<file path="src/rtl/uart_tx_fifo_ctrl.sv">
// uart_tx_fifo_ctrl: THR holding FIFO and sequencer between the register file and the UART transmitter
module uart_tx_fifo_ctrl #(
    parameter int DEPTH  = 16,
    parameter int ADDR_W = 4,
    parameter int DATA_W = 8
) (
    input  logic              pclk_i,
    input  logic              preset_i,
    input  logic              utrst_i,
    input  logic              fifo_en_i,
    input  logic              thr_wr_i,
    input  logic [DATA_W-1:0] thr_wdata_i,
    input  logic              tsr_load_i,
    input  logic              tx_frame_done_i,
    output logic [DATA_W-1:0] tx_data_o,
    output logic              thre_o,
    output logic              temt_o,
    output logic [ADDR_W:0]   fifo_count_o,
    output logic              thr_ovf_o,
    output logic              thre_rise_o
);
    localparam logic [ADDR_W:0] CAP_FIFO = (ADDR_W+1)'(DEPTH);
    localparam logic [ADDR_W:0] CAP_HOLD = (ADDR_W+1)'(1);

    logic [DATA_W-1:0] mem_q [DEPTH];
    logic [ADDR_W-1:0] wr_ptr_q, wr_ptr_d, rd_ptr_q, rd_ptr_d;
    logic [ADDR_W:0]   count_q, count_d, cap;
    logic              tx_busy_q, tx_busy_d, thre_q, fifo_en_q, thr_ovf_q, thr_ovf_d;
    logic              empty, full, flush, pop, wr;

    // Occupancy decode, flush detection and next-state for pointers, count, busy and overflow
    always_comb begin
        cap       = fifo_en_i ? CAP_FIFO : CAP_HOLD;
        empty     = count_q == '0;
        full      = count_q == cap;
        flush     = utrst_i | (fifo_en_i != fifo_en_q);
        pop       = tsr_load_i & ~empty & ~flush;
        wr        = thr_wr_i & (~full | pop) & ~flush;
        thr_ovf_d = thr_wr_i & full & ~pop & ~flush;
        wr_ptr_d  = flush ? '0 : wr ? wr_ptr_q + ADDR_W'(1) : wr_ptr_q;
        rd_ptr_d  = flush ? '0 : pop ? rd_ptr_q + ADDR_W'(1) : rd_ptr_q;
        count_d   = flush ? '0 : count_q + (ADDR_W+1)'(wr) - (ADDR_W+1)'(pop);
        tx_busy_d = utrst_i ? 1'b0 : pop ? 1'b1 : tx_frame_done_i ? 1'b0 : tx_busy_q;
    end

    // Control state; thre_q remembers last cycle's thre so a flush of a full buffer still reports a rise
    always_ff @(posedge pclk_i) begin
        fifo_en_q <= fifo_en_i;
        if (preset_i) begin
            wr_ptr_q  <= '0;
            rd_ptr_q  <= '0;
            count_q   <= '0;
            tx_busy_q <= 1'b0;
            thre_q    <= 1'b1;
            thr_ovf_q <= 1'b0;
        end else begin
            wr_ptr_q  <= wr_ptr_d;
            rd_ptr_q  <= rd_ptr_d;
            count_q   <= count_d;
            tx_busy_q <= tx_busy_d;
            thre_q    <= thre_o;
            thr_ovf_q <= thr_ovf_d;
        end
    end

    // Storage array, written only by accepted writes and never reset
    always_ff @(posedge pclk_i) begin
        if (!preset_i && wr) mem_q[wr_ptr_q] <= thr_wdata_i;
    end

    assign tx_data_o    = empty ? '0 : mem_q[rd_ptr_q];
    assign thre_o       = empty;
    assign temt_o       = empty & ~tx_busy_q;
    assign fifo_count_o = count_q;
    assign thr_ovf_o    = thr_ovf_q;
    assign thre_rise_o  = thre_o & ~thre_q;
endmodule

</file>
<file path="config.mk">
export PLATFORM = sky130hd
export DESIGN_NAME = uart_tx_fifo_ctrl
export DESIGN_NICKNAME = d
export VERILOG_FILES = /design/src/rtl/uart_tx_fifo_ctrl.sv
export SDC_FILE = /design/constraint.sdc
export NUM_CORES = 1
export LEC_CHECK = 0
export ABC_AREA = 1
export BUFFER_PORTS_ARGS = -buffer_cell sky130_fd_sc_hd__buf_2
export CAP_MARGIN = 20
export CORE_UTILIZATION = 43
export CTS_CLUSTER_SIZE = 24
export DETAILED_ROUTE_END_ITERATION = 6
export PLACE_DENSITY = 0.61
export SLEW_MARGIN = 20
export SYNTH_ARGS = -nofsm -noshare
export SYNTH_HDL_FRONTEND = slang
export SYNTH_SLANG_ARGS = --single-unit
</file>
<file path="constraint.sdc">
create_clock -name pclk_i -period 7.04 [get_ports pclk_i]
set_clock_uncertainty 0.15 [all_clocks]
set_input_delay 1.408 -clock pclk_i [delete_from_list [all_inputs] [get_ports pclk_i]]
set_output_delay 1.408 -clock pclk_i [all_outputs]
set_load 0.05 [all_outputs]
</file>
Word-level counts from Yosys, hierarchy flattened
Memory sizes are Yosys's and may differ from the RTL's. A register that Yosys moved wholly into a read port is not among the register bits.
Cells that the tools add are included.

word-level totals
  input bits = 15
  RAM bits = 128
  memories = 1
  flip-flop bits (word level) = 17
  output and inout port bits = 17

memories
  name   words  width  read ports  clocked after Yosys merged registers in  wr ports  RTL line  text
  mem_q  16     8      1           1                                        1         25        logic [DATA_W-1:0] mem_q [DEPTH];

cells by class
  bitwise logic cells = 17
  equal/unequal tests = 2
  reductions and logical operators = 6
  add/sub/neg operators = 4
  multiplexer cells = 8

operator list
  operator                                     number
  bitwise AND 1 bit                            9
  adder 4 x 1 -> 4 bit, second input constant  2
  two-way mux 4 bit                            2
  two-way mux 8 bit                            1
  inverter 1 bit                               6
  adder 5 x 1 -> 5 bit                         1
  equality test 5 bit                          1
  logical NOT 5 bit                            1
  two-way mux 5 bit                            1
  subtractor 5 x 1 -> 5 bit                    1
  two-way mux 1 bit                            4
  OR reduction 2 bit                           2
  OR 1 bit                                     2
  nonzero test 2 bit                           1
  logical AND 1 bit                            1
  logical NOT 1 bit                            1
  inequality test 1 bit                        1

Longest topological paths before layout
Gate-level depths: netlist of run 1.

  depth after elaboration = 10
  depth in mapped cells = 16

Worst setup path before layout of run 1
OpenSTA, ideal clock, no wires.

  path kind = register -> output
  from = reg count_q[2] (netlist: fifo_count_o[2])
  to = out tx_data_o[0]
  setup slack = 2.905 ns
  stages on the path, launching flop included = 8
  arrival = 2.577 ns
  cell sequence = dfxtp_1 -> inv_1 -> ha_1 -> inv_1 -> nor2_1 -> nand2_4 -> clkinv_1 -> a21oi_1

between the ends
  cells in the longest elaborated chain, start to end = 2

ends and longest elaborated chain
  what                    RTL line  text
  from (decl)             27        logic [ADDR_W:0] count_q, count_d, cap;
  from (signal assigned)  59        count_q <= count_d;
  logical NOT 5 bit       34        empty = count_q == '0;
  net thre_o              16        output logic thre_o,
  two-way mux 8 bit       71        assign tx_data_o = empty ? '0 : mem_q[rd_ptr_q];
  to (decl)               15        output logic [DATA_W-1:0] tx_data_o,

The timed path passes the listed nets, and every way through them passes these cells.

==> flow_summary.toml, run 1 <==
[pwr]
p_total_mw = 1.91
powerDensity_nw_per_um2 = 262
peakVddDrop_v = 0.000173
p_leak_nw = 2.72

[placement]
dp_hpwl_mm = 8.46
globalplace.congestion = 0.772
dpl_worst_slack_ns = 2.91
port_buffers = 31

[drt]
drcViolationCount = 0
first_iter_violations = 307
vias_per_cell = 5.21
highest_layer = "met4"
vias = 4307
m1WireLength_mm = 6.21
wl_per_cell_um = 16.8
routed_wirelength_mm = 13.9
antenna_left = 0
dr_wl_met3_um = 643
firstDrtPassIters = 5
met2_length_mm = 6.69

[synth]
synth-seq-cells = 149
synth_xor_area_share_pct = 0.139
synth_edf_count = 128
yosysSeqAreaShare_pct = 67.5
postSynthNetCount = 621
synthesis.area_um2 = 6320
synthSimpleGateAreaFrac_pct = 21.3
synth-main-ff-cell = "edfxtp_1"
synthArstFlopShare_pct = 0
synth_warnings = 0
muxShareOfSynthArea_pct = 0
yosys.area_share.adder_pct = 2.50
synth_cell_types = 28
synth_top_family_by_area = "simple AND/OR/NAND/NOR gates"
synth_cells = 594
avgSynthCellArea_um2 = 10.6
synth-compound-area-share_pct = 4.81

[cells_and_area]
fin_nets = 660
post-route-util_pct = 51.7
n_antenna_cell = 0
drive_gt1_share_pct = 13.6
syn_to_final_growth_pct = 15.4
nFillCells = 1237

[clocking]
htreeDepth = 4
clk_latency_ns = 0.43
cts_buffers = 17
hold_buffers = 0
cts_tree = "yes"
clock-root-buffer = "clkbuf_16"
postCtsSetupBuffers = 0
cts_sinks = 149
cts_buffer_depth = 2
clkTransAtPathRegs_ns = 0.06
cts_resized = 0

[setup_path]
ff2ff_path_depth = 16
start_kind = "register"
endpoint = "tx_data_o[6]"
crit_type = "reg -> out"
arrival_ns = 3.04
critPathCaptureType = "output port"
timing.rr.end = "fifo_count_o[4]$_SDFF_PP0_"
timing.rr.start = "fifo_count_o[3]$_SDFF_PP0_"
r2r_slack_ns = 4.08
critPathMaxFanout = 65
crit_required_ns = 5.48

[floorplanning]
design.die.area_um2 = 15200
pin_count = 32
start_util_pct = 44.8
coreArea_um2 = 14100
fp.dieW_um = 123
num_rows = 43
die_y_um = 123

[sta]
min_period_ns = 4.60
period_share_pct = 65.3
relSlewSlack_pct = 31.6
worst_pin_slew_ns = 1.02
drv_slew = 0
hold_viol = 0
grt_setup_unrepaired = "no"
tns_ns = 0
worst_slack_ns = 2.44
fmax_ghz = 0.217
setup_viol = 0

[worst_hold_path]
min_path_type = "reg -> reg"
hold_depth = 2

[global_route]
antenna_found_initial = 0
grtUsageTotal_pct = 20.2
grt_overflow_total = 0
grt_pass1_wl_mm = 21.9
grt_max_degree = 66
grt_pass1_vias = 4112

[flow_run]
drv_cap = 0

[outcome]
outcome = "completed"
-- worst min path at each step --
stage / startpoint / slack [ns] / end
2_1_floorplan: rd_ptr_q[1]$_SDFFE_PP0N_ / 0.32 / register
3_3_place_gp: rd_ptr_q[1]$_SDFFE_PP0N_ / 0.35 / rd_ptr_q[1]$_SDFFE_PP0N_
3_5_place_dp: rd_ptr_q[1]$_SDFFE_PP0N_ / 0.36 / rd_ptr_q[1]$_SDFFE_PP0N_
5_1_grt: rd_ptr_q[1]$_SDFFE_PP0N_ / 0.41 / rd_ptr_q[1]$_SDFFE_PP0N_
6_report: rd_ptr_q[1]$_SDFFE_PP0N_ / 0.36 / rd_ptr_q[1]$_SDFFE_PP0N_
4_1_cts: rd_ptr_q[1]$_SDFFE_PP0N_ / 0.37 / rd_ptr_q[1]$_SDFFE_PP0N_
-- power breakdown --
part           internal (mW)  switching, mW  leakage [nW]
Clock                  0.558          0.351         0.276
Sequential             0.959       0.000960          1.32
Combinational        0.00927         0.0310          1.13
Total                   1.53          0.383          2.72
-- per-stage QoR --
step / cell area [um2] / instances / hold WS [ns]
4_1_cts: 7290 / 826 / 0.371
5_1_grt: 7290 / 826 / 0.406
6_report: 7290 / 826 / 0.361
3_5_place_dp: 6700 / 794 / 0.358
3_3_place_gp: 6700 / 794 / 0.348
2_1_floorplan: 6320 / 594 / 0.319
-- synthesized netlist by cell type, types with 9 or more instances --
| library cell | n | area share, % |
|---|---|---|
| nand2_1 | 151 | 9.0 |
| nor3_1 | 17 | 1.3 |
| nand3_1 | 54 | 4.3 |
| nor2_1 | 81 | 4.8 |
| buf_2 | 9 | 0.71 |
| dfxtp_1 | 21 | 6.7 |
| ha_1 | 11 | 2.2 |
| o21ai_0 | 36 | 2.9 |
| a21oi_1 | 20 | 1.6 |
| clkbuf_1 | 13 | 0.77 |
| inv_1 | 30 | 1.8 |
| edfxtp_1 | 128 | 61 |
-- layer usage --
metal / track usage, % / vias to the layer above
met5: 0 / -
met4: 9.94 / 0
met3: 4.70 / 26
met2: 32.7 / 102
met1: 25.6 / 2080
li1: - / 2099
-- logic make-up (layout without fill, tap and decap cells) --
kind of cell	count (synthesis)	after routing
flip-flops	149	149
XOR/XNOR	1	1
adder cells (fa/ha/maj)	12	12
AND/OR/NAND/NOR	315	315
AO/OA/AOI/OAI	58	58
buffers and inverters	59	111
-- flip-flops by register name, summed over array words and instances, names as in the netlist, named ones only --
| name | cells |
|---|---|
| mem_q | 128 |
| wr_ptr_q | 4 |
| fifo_count_o | 5 |
| rd_ptr_q | 4 |
| thre_q | 1 |
| tx_busy_q | 1 |
| thr_ovf_o | 1 |
| fifo_en_q | 1 |
-- worst max-delay path: stages (launching register included) --
cell,delay (ns)
dfxtp_2,0.31
buf_4,0.34
inv_2,0.84
o21ai_0,0.30
nand3_1,0.15
nand3_1,0.13
a21oi_1,0.20
buf_2,0.30
-- cell usage in the layout (no fill, tap or decap), types with 17 or more instances in the layout --
cell type,instances
edfxtp_1,128
a21oi_1,20
clkbuf_16,17
nand2_1,151
nand3_1,54
inv_1,30
nor2_1,81
buf_2,31
o21ai_0,36
dfxtp_1,20
-- cell type report --
cell class                      instances  area, um2  area share [%]
Clock inverter                         11        151            2.08
Clock buffer                           21        440            6.04
Timing Repair Buffer                   45        260            3.57
Multi-Input combinational cell        386       1820            25.0
Tap cell                              180        225            3.09
Sequential cell                       149       4270            58.5
Inverter                               34        128            1.75
Note: power is estimated with default switching activity, not from simulation.
==> run 2, diff against run 1 <==
clock period = 4.4 ns   (was 7.04 ns; I/O delays follow)
==> run 2 against run 1 <==
Compared with the run above: utilization about the same; critical path type unchanged; final area about the same; die area unchanged; critical path depth up 1; cell count up 0.36%.
==> flow_summary.toml, run 2 (synthesis gave the netlist of run 1 again) <==
[setup_path]
critPathMaxFanout = 64
cp_top_family = "buffers and inverters"
cpPeakStageDelay_ns = 0.55
crit_required_ns = 3.37
crit_type = "reg -> out"
crit_path_top_delay_cell = "buf_4"
timing.rr.start = "fifo_count_o[2]$_SDFF_PP0_"
critPathCaptureType = "output port"
worst-path-stages = 8
ff2ff_path_depth = 16
start_kind = "register"
worst-path-buf-inv = 2
arrival_ns = 2.48
cpMostUsedCell = "nand2_1"
path_cells = "buf_4 -> nand2_1 -> nand2_1 -> nand2_1 -> nand3_1 -> nand3_1 -> a21oi_1 -> buf_2"

[placement]
dp_hpwl_mm = 9.03
globalplace.congestion = 0.758
dpl_worst_slack_ns = 1.05
placed_cells = 797
port_buffers = 31

[sta]
drv_slew = 0
fin_hold_ws_ns = 0.378
period_share_pct = 79.8
min_period_ns = 3.51
hold_viol = 0
grt_setup_unrepaired = "no"
fmax_ghz = 0.285
worst_pin_slew_ns = 0.886
worst_slack_ns = 0.887
tns_ns = 0
setup_viol = 0
relSlewSlack_pct = 40.6

[floorplanning]
die_y_um = 123
pin_count = 32
design.die.area_um2 = 15200
start_util_pct = 44.8
coreArea_um2 = 14100
fp.dieW_um = 123
num_rows = 43

[drt]
first_iter_violations = 364
firstDrtPassIters = 4
drcViolationCount = 0
antenna_left = 0
wl_per_cell_um = 17.7
vias = 4301
vias_per_cell = 5.19
routed_wirelength_mm = 14.6

[clocking]
cts_tree = "yes"
hold_buffers = 0
clkTransAtPathRegs_ns = 0.06
clock-root-buffer = "clkbuf_16"
clk_latency_ns = 0.42
cts_resized = 0
cts_buffers = 17
htreeDepth = 4
cts_buffer_depth = 2
cts_sinks = 149
postCtsSetupBuffers = 0

[global_route]
antenna_found_initial = 0
grt_overflow_total = 0
grt_pass1_vias = 4192
grt_max_degree = 65
grtUsageTotal_pct = 20.9
grt_pass1_wl_mm = 22.8

[pwr]
p_leak_nw = 2.74
powerDensity_nw_per_um2 = 406
peakVddDrop_v = 0.000248

[cells_and_area]
fin_nets = 663
layout_common_cells = "nand2_1, edfxtp_1, nor2_1"
top_register = "mem_q"
n_antenna_cell = 0
syn_to_final_growth_pct = 15.3
layout_commonest_cell = "nand2_1"
drive_gt1_share_pct = 13.9
fin_cells = 829
largest_reg_flops = 128

[worst_hold_path]
hold_depth = 2
hold_start = "rd_ptr_q[0]$_SDFFE_PP0N_"
min_path_type = "reg -> reg"

[outcome]
outcome = "completed"

[flow_run]
drv_cap = 0
[run 2: worst paths after layout]
kind	to	slack (ns)
worst max-delay path	tx_data_o[7]	0.89
worst min-delay path	register	0.38
worst max register to register	fifo_count_o[4]$_SDFF_PP0_	1.45
worst min register to register	register	0.38
[run 2: per-layer routing]
layer  vias up  share of wire (%)  global-route usage (%)
met4         0                1.3                    7.45
met2       105                 48                    33.4
met1      2074                 45                    27.7
li1       2107                  -                       -
met3        15                4.9                    5.26
met5         -                  0                       0
[run 2: area by class of cell]
| cell class | count | area (um2) |
|---|---|---|
| clock buffers | 29 | 543 |
| multi-input cells | 386 | 1830 |
| fillers | 1249 | 6810 |
| repair buffers | 48 | 283 |
| clock inverters | 3 | 15.0 |
| inverters | 34 | 128 |
| well taps | 180 | 225 |
| flip-flops and latches | 149 | 4270 |
[run 2: tightest hold or removal path, delay by kind of cell (launching register included)]
kind / cells / cell delay [ns]
buf+inv: 1 / 0.09
flops: 1 / 0.33
compound gates: 1 / 0.07
[run 2: where the power goes]
part | switching [mW] | leakage (nW) | internal (mW) | total (mW)
registers | 0.00167 | 1.32 | 1.54 | 1.54
clock network | 0.526 | 0.276 | 0.832 | 1.36
logic | 0.0529 | 1.14 | 0.0149 | 0.0678
total | 0.580 | 2.74 | 2.38 | 2.96
[run 2: through the flow]
stage | util [%] | total power, mW | area, um2
4_1_cts | 51.7 | 2.98 | 7280
6_report | 51.7 | 2.96 | 7290
3_3_place_gp | 47.6 | 1.63 | 6720
5_1_grt | 51.7 | 3.04 | 7290
2_1_floorplan | - | 1.60 | 6320
3_5_place_dp | 47.7 | 1.63 | 6730
==> run 3, diff against run 2 <==
PLACE_DENSITY = 0.64   (was 0.61)
clock period = 3.23 ns   (was 4.4 ns; I/O delays follow)
==> run 3 against run 2 <==
Compared with the run above: sequential share of layout area decreased by 0.85 points; clock-buffer cell count shrank 8; final area grew 1.5%; die area is the same; worst hold slack lost 0.15 ns; power is 42% higher; first-iteration DRC count down 12%; register-to-register slack got worse by 1.0 ns; highest routed layer unchanged; critical path type unchanged; worst setup slack worse by 0.73 ns; non-clock buffer count is 8 higher; utilization rose by 0.76 points; sequential cell count unchanged.
==> flow_summary.toml, run 3 (synthesis gave the netlist of run 1 again) <==
[cells_and_area]
top_register = "mem_q"
post-route-util_pct = 52.5
largest_reg_flops = 128
layout_commonest_cell = "nand2_1"
fin_area_um2 = 7400
n_antenna_cell = 0
drive_gt1_share_pct = 14.9
syn_to_final_growth_pct = 17.0
fin_nets = 671
layout_common_cells = "nand2_1, edfxtp_1, nor2_1"
nFillCells = 1270
fin_cells = 837

[setup_path]
critPathCaptureType = "output port"
arrival_ns = 2.28
cpMostUsedCell = "inv_1"
path_cells = "inv_1 -> ha_1 -> inv_1 -> nor2_1 -> nand2_4 -> clkinv_1 -> a21oi_1 -> buf_2"
critPathMaxFanout = 9
ff2ff_path_depth = 16
start_kind = "register"
cpPeakStageDelay_ns = 0.36
crit_type = "reg -> out"
crit_path_top_delay_cell = "a21oi_1"
crit_required_ns = 2.43

[drt]
vias = 4313
firstDrtPassIters = 4
first_iter_violations = 320
antenna_left = 0
wl_per_cell_um = 16.6
drcViolationCount = 0
routed_wirelength_mm = 13.9
vias_per_cell = 5.15

[outcome]
outcome = "completed"

[floorplanning]
fp.dieW_um = 123
start_util_pct = 44.8
die_y_um = 123
num_rows = 43
pin_count = 32
design.die.area_um2 = 15200
coreArea_um2 = 14100

[sta]
hold_viol = 0
fmax_ghz = 0.325
worst_pin_slew_ns = 0.613
setup_viol = 0
drv_slew = 0
relSlewSlack_pct = 59.1
grt_setup_unrepaired = "no"
min_period_ns = 3.07
fin_hold_ws_ns = 0.231
period_share_pct = 95.2

[global_route]
grt_max_degree = 65
antenna_found_initial = 0
grt_pass1_wl_mm = 22.4
grt_pass1_vias = 4220
grt_overflow_total = 0
grtUsageTotal_pct = 20.5

[clocking]
clkTransAtPathRegs_ns = 0.06
cts_buffer_depth = 2
hold_buffers = 0
htreeDepth = 4
cts_sinks = 149
cts_buffers = 17
clock-root-buffer = "clkbuf_16"
clk_latency_ns = 0.42
cts_tree = "yes"

[worst_hold_path]
hold_depth = 1
min_path_type = "in -> reg"

[flow_run]
drv_cap = 0

[pwr]
p_total_mw = 4.20
powerDensity_nw_per_um2 = 567
peakVddDrop_v = 0.000413
p_leak_nw = 2.81

[placement]
port_buffers = 31
placed_cells = 805
dpl_cell_area_um2 = 6790
globalplace.congestion = 0.758
dp_hpwl_mm = 8.69
[run 3: cell count changes in the layout (fill, tap and decap cells not counted), moves of 3 or more]
cell and delta:
bufinv_16 +4, clkinv_2 +3, clkbuf_1 -3, clkbuf_8 -3
buf_4 +6, nor3_2 -3, nor3_1 +3
[run 3: timing repair]
action	CTS	global route
buffers inserted	0	0
gates resized for setup	1	4
pin swaps	0	0
setup endpoints to repair	4	5
[run 3: per-layer routing]
layer,GRT usage [%],vias up,routed length [um]
met4,8.96,0,298
met3,3.92,24,935
met5,0,-,0
met1,26.8,2044,6000
li1,-,2117,-
met2,33.1,128,6630
[run 3: cell type report]
class                           instances  area [um2]  share of cell area, %
Multi-Input combinational cell        386        1810                   24.5
Timing Repair Buffer                   56         363                   4.91
Tap cell                              180         225                   3.05
Sequential cell                       149        4270                   57.7
Clock inverter                         11         158                   2.13
Clock buffer                           21         440                   5.95
Inverter                               34         130                   1.76
[run 3: report_power, final]
part | internal (mW) | switching [mW]
Combinational | 0.0216 | 0.0679
Sequential | 2.09 | 0.00231
Clock | 1.28 | 0.731
Total | 3.40 | 0.801
[run 3: critical path, delay by kind of cell, from the launching register on]
family,cells,cell delay [ns]
adders and majority gates,1,0.21
and+or+nand+nor,2,0.17
DFF,1,0.35
buffers and inverters,4,0.77
AOI/OAI and AO/OA,1,0.36
[run 3: path summary, 6_finish.rpt]
path | slack [ns] | from | to
hold reg to reg | 0.37 | tx_busy_q$_SDFFE_PP0P_ | tx_busy_q$_SDFFE_PP0P_
hold / removal | 0.23 | fifo_en_i | fifo_en_q$_DFF_P_
setup reg to reg | 0.42 | fifo_count_o[2]$_SDFF_PP0_ | fifo_count_o[4]$_SDFF_PP0_
setup / recovery | 0.16 | fifo_count_o[2]$_SDFF_PP0_ | tx_data_o[0]
[run 3: stage by stage]
step,setup slack (ns),setup TNS (ns)
after CTS,0.0897,0
final,0.156,0
after detailed placement,0.289,0
after floorplan,-0.143,-1.15
after global routing,0.0154,0
after global placement,0.391,0
